## src/rtl/multi_edge_detector.sv

```systemverilog
// ============================================================================
// multi_edge_detector: N-channel glitch-filtered Moore edge detector with
// per-channel mode, sticky pending flags and a combined any-edge output.
// Optional input synchronizer: define MULTI_EDGE_SYNC_EN.
// Revision: 1.0
// ============================================================================
`default_nettype none

module multi_edge_detector #(
  parameter int N      = 4,
  parameter int FILTER = 1
) (
  input  logic           clk,
  input  logic           rst_n,
  input  logic [N-1:0]   level,
  input  logic [2*N-1:0] mode,
  input  logic [N-1:0]   clr,
  output logic [N-1:0]   edg,
  output logic [N-1:0]   pending,
  output logic           any_edg
);

  localparam int CW = $clog2(FILTER + 1);
  localparam logic [CW-1:0] c_cnt_last = CW'(FILTER - 1);

  typedef enum logic [1:0] {
    ZERO  = 2'd0,
    R_EDG = 2'd1,
    ONE   = 2'd2,
    F_EDG = 2'd3
  } state_t;

  logic [N-1:0] w_x;

`ifdef MULTI_EDGE_SYNC_EN
  logic [N-1:0] r_sync1;
  logic [N-1:0] r_sync2;

  always_ff @(posedge clk or negedge rst_n) begin
    if (!rst_n) begin
      r_sync1 <= '0;
      r_sync2 <= '0;
    end else begin
      r_sync1 <= level;
      r_sync2 <= r_sync1;
    end
  end

  assign w_x = r_sync2;
`else
  assign w_x = level;
`endif

  for (genvar i = 0; i < N; i++) begin : g_ch
    logic          r_s;
    logic [CW-1:0] r_cnt;
    logic          w_accept;
    logic          w_f;
    state_t        r_state;
    state_t        w_next;

    // f is the filtered level, already showing an accepted change this cycle
    always_comb begin
      w_accept = (w_x[i] != r_s) && (r_cnt == c_cnt_last);
      w_f      = w_accept ? w_x[i] : r_s;
    end

    always_ff @(posedge clk or negedge rst_n) begin
      if (!rst_n) begin
        r_s   <= 1'b0;
        r_cnt <= '0;
      end else if (w_x[i] == r_s) begin
        r_cnt <= '0;
      end else if (w_accept) begin
        r_s   <= w_x[i];
        r_cnt <= '0;
      end else begin
        r_cnt <= r_cnt + CW'(1);
      end
    end

    always_comb begin
      w_next = ZERO;
      case (r_state)
        ZERO:    w_next = w_f ? R_EDG : ZERO;
        R_EDG:   w_next = w_f ? ONE   : F_EDG;
        ONE:     w_next = w_f ? ONE   : F_EDG;
        F_EDG:   w_next = w_f ? R_EDG : ZERO;
        default: w_next = ZERO;
      endcase
    end

    always_ff @(posedge clk or negedge rst_n) begin
      if (!rst_n) r_state <= ZERO;
      else        r_state <= w_next;
    end

    // mode only gates the decode, so the FSM never misses a transition
    assign edg[i] = ((r_state == R_EDG) & mode[2*i]) |
                    ((r_state == F_EDG) & mode[2*i+1]);

    always_ff @(posedge clk or negedge rst_n) begin
      if (!rst_n) pending[i] <= 1'b0;
      else        pending[i] <= edg[i] | (pending[i] & ~clr[i]);
    end
  end : g_ch

  assign any_edg = |edg;

endmodule

`default_nettype wire

```

## config.mk

```make
export PLATFORM = sky130hd
export DESIGN_NAME = multi_edge_detector
export DESIGN_NICKNAME = d
export VERILOG_FILES = /design/src/rtl/multi_edge_detector.sv
export SDC_FILE = /design/constraint.sdc
export NUM_CORES = 1
export LEC_CHECK = 0
export BUFFER_PORTS_ARGS = -buffer_cell sky130_fd_sc_hd__buf_2
export CAP_MARGIN = 5
export CORE_MARGIN = 2
export CORE_UTILIZATION = 52
export DETAILED_ROUTE_END_ITERATION = 7
export GPL_TIMING_DRIVEN = 0
export PLACE_DENSITY = 0.83
export SKIP_CTS_REPAIR_TIMING = 1
export SYNTH_ARGS = -nofsm -noshare
export SYNTH_HDL_FRONTEND = slang
export SYNTH_SLANG_ARGS = --single-unit
```

## constraint.sdc

```tcl
create_clock -name clk -period 1.74 [get_ports clk]
set_input_delay 0.087 -clock clk [delete_from_list [all_inputs] [get_ports clk]]
set_output_delay 0.087 -clock clk [all_outputs]
set_load 0.02 [all_outputs]
```

==> results.tsv, run 1 <==
stage	metric	value	unit
route	via density per instance	4.76	
sta	Final period util	89.8	%
sta	Final Skew	0.000410	ns
sta	unrepaired setup endpoints after global routing	false	
global_routing	aggregate global-route resource usage	14.8	%
placed_design	I/O Buffers	26	
power	sequential share of power	39.6	%
global_routing	pin count of the biggest net entering global routing	21	
setup_path	Critical path buffers and inverters	1	
die	Starting Density	55.5	%
global_routing	vias in the first global route	540	
synthesis	Synth top area share	59.2	%
synthesis	Synth Register Bits	20	
final_layout	register area	500	um^2
die	DIE WIDTH	44.3	um
sta	Setup-failing EPs final	0	
die	# IOs	27	
final_layout	Area Overhead vs Synth	29.3	%
die	die height	44.3	um
route	via count	552	
synthesis	ranking of synthesized cells by area	dfrtp_1 59%, ha_1 12%, xnor2_2 7.7%	
power	Max VDD drop	0.000725	V
sta	max-slew violation count	0	
power	clock share of power	14.2	%
synthesis	sequential-to-total area share from yosys stat	59.2	%
final_layout	layout cell share with drive strength beyond 1	38.0	%
clocking	clk buf depth	2	
setup_path	crit-path max FO	3	
power	Static Leak	0.630	nW
route	drt pass-1 iters	2	
setup_path	CP required	1.65	ns
synthesis	unique cell type count in the Yosys netlist	9	
power	PD cells	1640	nW/um^2
route	WL/cell	11.0	um
setup_path	CP Launch Type	flip-flop	
flow_run	Max Cap Violations	0	
setup_path	Crit. End Element	output port	
setup_path	CP max-delay cell	dfrtp_1	
route	WL final	1280	um
global_routing	gr ovfl total	0	
final_layout	area of the multi-input gates	297	um^2
clocking	H-Tree Depth	1	
sta	FMAX	640	MHz
placed_design	global placement routability congestion	0.710	
sta	setup TNS	0	ns
setup_path	crit-path cells	ha_1, a22oi_1, nand4_1, buf_2	
final_layout	fin nets	127	
final_layout	Fillers	118	
global_routing	first-pass GRT wire length	2090	um
power	Psw	0.658	mW
power	Sw Share	36.6	%
sta	Period minus WS final	1.56	ns
synthesis	Mapped Area	846	um^2
route	drt drc	0	
synthesis	Mean Syn Cell Area	13.6	um^2
power	Internal Power	1.14	mW
clocking	total CTS buffers	3	
clocking	clk_lat worst skew	0.28	ns
global_routing	initial antenna violation count	0	
sta	Hold Vio Cnt, Final	0	
synthesis	Gate Count Post-Synth	62	
synthesis	yosys warns	0	
synthesis	cell taking the most area after synthesis	dfrtp_1	
placed_design	Area after DPL	1010	um^2
hold_path	Hold WC Path Type	input port to flip-flop	
setup_path	CP delay by family, top	flip-flops	
final_layout	commonest non-fill, non-tap cell in the layout	buf_2	
die	die area	1970	um^2
clocking	CTS root buf	clkbuf_4	
final_layout	commonest cells after routing, fill and taps aside	26 x buf_2, 20 x dfrtp_1, 16 x inv_1	
clocking	CTS Sinks	20	
final_layout	Final Cell Area	1090	um^2
die	num rows	14	
setup_path	critical path class	flip-flop to output port	
die	Core Box Area	1520	um^2
placed_design	dpl hpwl	918	um
final_layout	Antenna diodes	0	
setup_path	Crit path arrival time	1.48	ns
clocking	Clk pin slew, worst setup/hold paths	0.10	ns
route	DRT iter0 DRCs	3	
clocking	TritonCTS clock tree	built	
status	status	complete, no violations	
power	Comb pwr share	46.2	%
setup_path	Worst path max stage delay	0.40	ns
route	post-route ant nets	0	
[synth_stat cells, drive strengths merged]
cell type	count
mux2	4
conb	1
a22oi	4
nand4	1
o21ai	4
ha	8
dfrtp	20
xnor2	4
inv	16
[layout make-up]
type	count	area share [%]
multi-input cells	29	27.1
repair buffers	31	16.5
flip-flops and latches	20	45.8
clock buffers	4	3.32
inverters	16	5.49
well taps	16	1.83
[power groups by stage]
| stage | sequential, mW | combinational, mW | clock [mW] |
|---|---|---|---|
| floorplan | 0.767 | 0.569 | 0 |
| global placement | 0.706 | 0.792 | 0 |
| detailed placement | 0.721 | 0.826 | 0 |
| CTS | 0.713 | 0.832 | 0.270 |
| global route | 0.729 | 0.929 | 0.288 |
| finish | 0.711 | 0.830 | 0.255 |
[kinds of logic after synthesis]
| family | Yosys count | share of synthesized area (%) |
|---|---|---|
| AO/OA/AOI/OAI | 8 | 5.92 |
| XOR/XNOR | 4 | 7.69 |
| adder cells (fa/ha/maj) | 8 | 11.8 |
| buffers and inverters | 16 | 7.10 |
| flip-flops | 20 | 59.2 |
| multiplexers | 4 | 7.10 |
| other | 1 | 0.443 |
| AND/OR/NAND/NOR | 1 | 0.740 |
[worst paths after layout]
kind,depth (start not counted),slack [ns],to,from
min in group asynchronous,2,0.26,pending[2],rst_n
worst min-delay path,2,0.05,g_ch[1].r_s,level[1]
worst max register to register,3,0.61,pending[1],g_ch[1].r_state[0]
worst min register to register,1,0.53,g_ch[3].r_s,g_ch[3].r_s
max in group asynchronous,2,1.18,g_ch[1].r_state[1],rst_n
worst max-delay path,4,0.18,any_edg,g_ch[2].r_state[0]
[stage by stage]
stage	total power, mW	setup slack (ns)	utilization, %	cells	hold WS, ns
global route	1.95	0.0198	71.8	116	0.0447
CTS	1.81	0.158	68.5	111	-0.273
global placement	1.50	0.540	66.1	107	0.0407
floorplan	1.34	0.612	-	65	-0.209
finish	1.80	0.178	71.8	116	0.0541
detailed placement	1.55	0.518	66.1	107	0.0559
[metal layers]
layer	wire length (um)	track usage [%]	vias up
met3	68	2.86	2
met2	714	27.4	18
met4	5	5.45	0
li1	-	-	266
met5	0	0	-
met1	490	16.7	266
[sequential cells by signal (all words and copies together), names as in the netlist]
name and flops:
pending 4, g_ch.r_cnt 4, g_ch.r_s 4, g_ch.r_state 8
(Power assumes the default switching activity.)
==> run 2: changes to the inputs <==
- CAP_MARGIN: 5 -> 20
- GPL_TIMING_DRIVEN: 0 -> 1
==> run 2 against run 1 <==
Effect of this change: non-clock buffer count unchanged; critical path type unchanged; register-to-register slack worse by 0.03 ns; largest power group unchanged; highest routed layer unchanged; design area unchanged; power up 0.70%; clock power up 2%.
==> results.tsv, run 2 (synthesis gave the netlist of run 1 again) <==
stage	metric	value	unit	change
status	status	complete, no violations		
route	drt pass-1 iters	4		+2
route	via density per instance	4.66		-2.2%
clocking	TritonCTS clock tree	built		
placed_design	global placement routability congestion	0.694		-2.2%
power	Psw	0.669	mW	+1.7%
final_layout	Biggest register	g_ch.r_state		
final_layout	Final Cell Area	1090	um^2	unchanged
sta	Final period util	90.1	%	+0.34 points
power	Sw Share	37.0	%	+0.36 points
final_layout	Largest register FFs	8		unchanged
setup_path	r2r setup slk	0.58	ns	-0.03 ns
power	Internal Power	1.14	mW	+0.12%
setup_path	CP max-delay cell	dfrtp_1		
final_layout	layout cell share with drive strength beyond 1	38.0	%	unchanged
power	Max VDD drop	0.000914	V	+26%
setup_path	Critical path buffers and inverters	1		unchanged
die	# IOs	27		unchanged
sta	Final Skew	0.00269	ns	+0.00228 ns
sta	FMAX	638	MHz	-0.37%
clocking	clk_lat worst skew	0.30	ns	+0.02 ns
die	DIE WIDTH	44.3	um	unchanged
setup_path	CP delay by family, top	flip-flops		
setup_path	Worst path max stage delay	0.40	ns	about the same
final_layout	area of the multi-input gates	297	um^2	unchanged
placed_design	I/O Buffers	26		unchanged
clocking	CTS Sinks	20		unchanged
setup_path	Crit. End Element	output port		
power	sequential share of power	39.1	%	-0.5 points
setup_path	CP required	1.65	ns	about the same
clocking	H-Tree Depth	1		unchanged
power	Static Leak	0.630	nW	unchanged
final_layout	commonest cells after routing, fill and taps aside	26 x buf_2, 20 x dfrtp_1, 16 x inv_1		
setup_path	crit-path max FO	3		unchanged
final_layout	Area Overhead vs Synth	29.3	%	unchanged
route	DRT iter0 DRCs	7		+4
setup_path	Crit path arrival time	1.48	ns	about the same
power	PD cells	1650	nW/um^2	+0.70%
clocking	clk buf depth	2		unchanged
die	Core Box Area	1520	um^2	unchanged
global_routing	first-pass GRT wire length	2070	um	-0.96%
die	num rows	14		unchanged
final_layout	Antenna diodes	0		unchanged
setup_path	crit-path cells	ha_1, a22oi_1, nand4_1, buf_2		
global_routing	vias in the first global route	531		-1.7%
final_layout	register area	500	um^2	unchanged
final_layout	commonest non-fill, non-tap cell in the layout	buf_2		
die	die height	44.3	um	unchanged
route	via count	540		-2.2%
route	WL final	1320	um	+3.2%
clocking	Clk pin slew, worst setup/hold paths	0.10	ns	about the same
sta	max-slew violation count	0		unchanged
power	clock share of power	14.4	%	+0.2 points
clocking	total CTS buffers	3		unchanged
global_routing	pin count of the biggest net entering global routing	21		unchanged
placed_design	dpl hpwl	931	um	+1.4%
route	post-route ant nets	0		unchanged
clocking	CTS root buf	clkbuf_4		
global_routing	gr ovfl total	0		unchanged
flow_run	Max Cap Violations	0		unchanged
power	Comb pwr share	46.5	%	+0.3 points
global_routing	aggregate global-route resource usage	15.2	%	+0.39 points
setup_path	CP Launch Type	flip-flop		
hold_path	Hold WC Path Type	input port to flip-flop		
sta	Period minus WS final	1.57	ns	+0.00588 ns
sta	unrepaired setup endpoints after global routing	false		
placed_design	Area after DPL	1010	um^2	unchanged
sta	Setup-failing EPs final	0		unchanged
final_layout	Fillers	104		-12%
sta	worst hold slack	0.0433	ns	-0.0108 ns
global_routing	initial antenna violation count	0		unchanged
route	drt drc	0		unchanged
sta	setup TNS	0	ns	unchanged
die	die area	1970	um^2	unchanged
route	WL/cell	11.4	um	+3.2%
final_layout	fin nets	127		unchanged
sta	Hold Vio Cnt, Final	0		unchanged
setup_path	critical path class	flip-flop to output port		
die	Starting Density	55.5	%	unchanged
## run 2: cell counts in the layout (fill, tap and decap cells not counted)
Identical to the previous run, type by type.
## run 2: layer usage
metal	vias to the layer above	global-route usage (%)	routed length, um
met5	-	0	0
met4	0	13.9	59
met3	6	3.27	83
met2	23	25.6	695
met1	246	15.5	480
li1	265	-	-
## run 2: worst paths after layout
check                      depth (start not counted)               start           to
max                                                4  g_ch[3].r_state[0]      any_edg
min                                                2            level[3]  g_ch[3].r_s
max reg2reg                                        3  g_ch[0].r_state[0]   pending[0]
min reg2reg                                        1         g_ch[3].r_s  g_ch[3].r_s
max in group asynchronous                          2               rst_n   pending[0]
min in group asynchronous                          2               rst_n  g_ch[3].r_s
## run 2: through the flow
| step | total power, mW | std cells | setup WS (ns) | util [%] |
|---|---|---|---|---|
| after floorplan | 1.34 | 65 | 0.612 | - |
| after global placement | 1.50 | 107 | 0.539 | 66.1 |
| after detailed placement | 1.55 | 107 | 0.503 | 66.1 |
| after CTS | 1.82 | 111 | 0.153 | 68.5 |
| after global routing | 1.95 | 116 | 0.00158 | 71.8 |
| final | 1.81 | 116 | 0.172 | 71.8 |
## run 2: cell type report
type                    instances  share of cell area [%]
clock buffers                   4                    3.32
well taps                      16                    1.83
inverters                      16                    5.49
multi-input cells              29                    27.1
repair buffers                 31                    16.5
flip-flops and latches         20                    45.8
## run 2: power by group through the flow
stage / Combinational [mW] / Clock [mW] / Sequential (mW)
3_3_place_gp: 0.793 / 0 / 0.707
5_1_grt: 0.932 / 0.296 / 0.727
6_report: 0.840 / 0.261 / 0.707
3_5_place_dp: 0.833 / 0 / 0.719
2_1_floorplan: 0.569 / 0 / 0.767
4_1_cts: 0.841 / 0.271 / 0.707
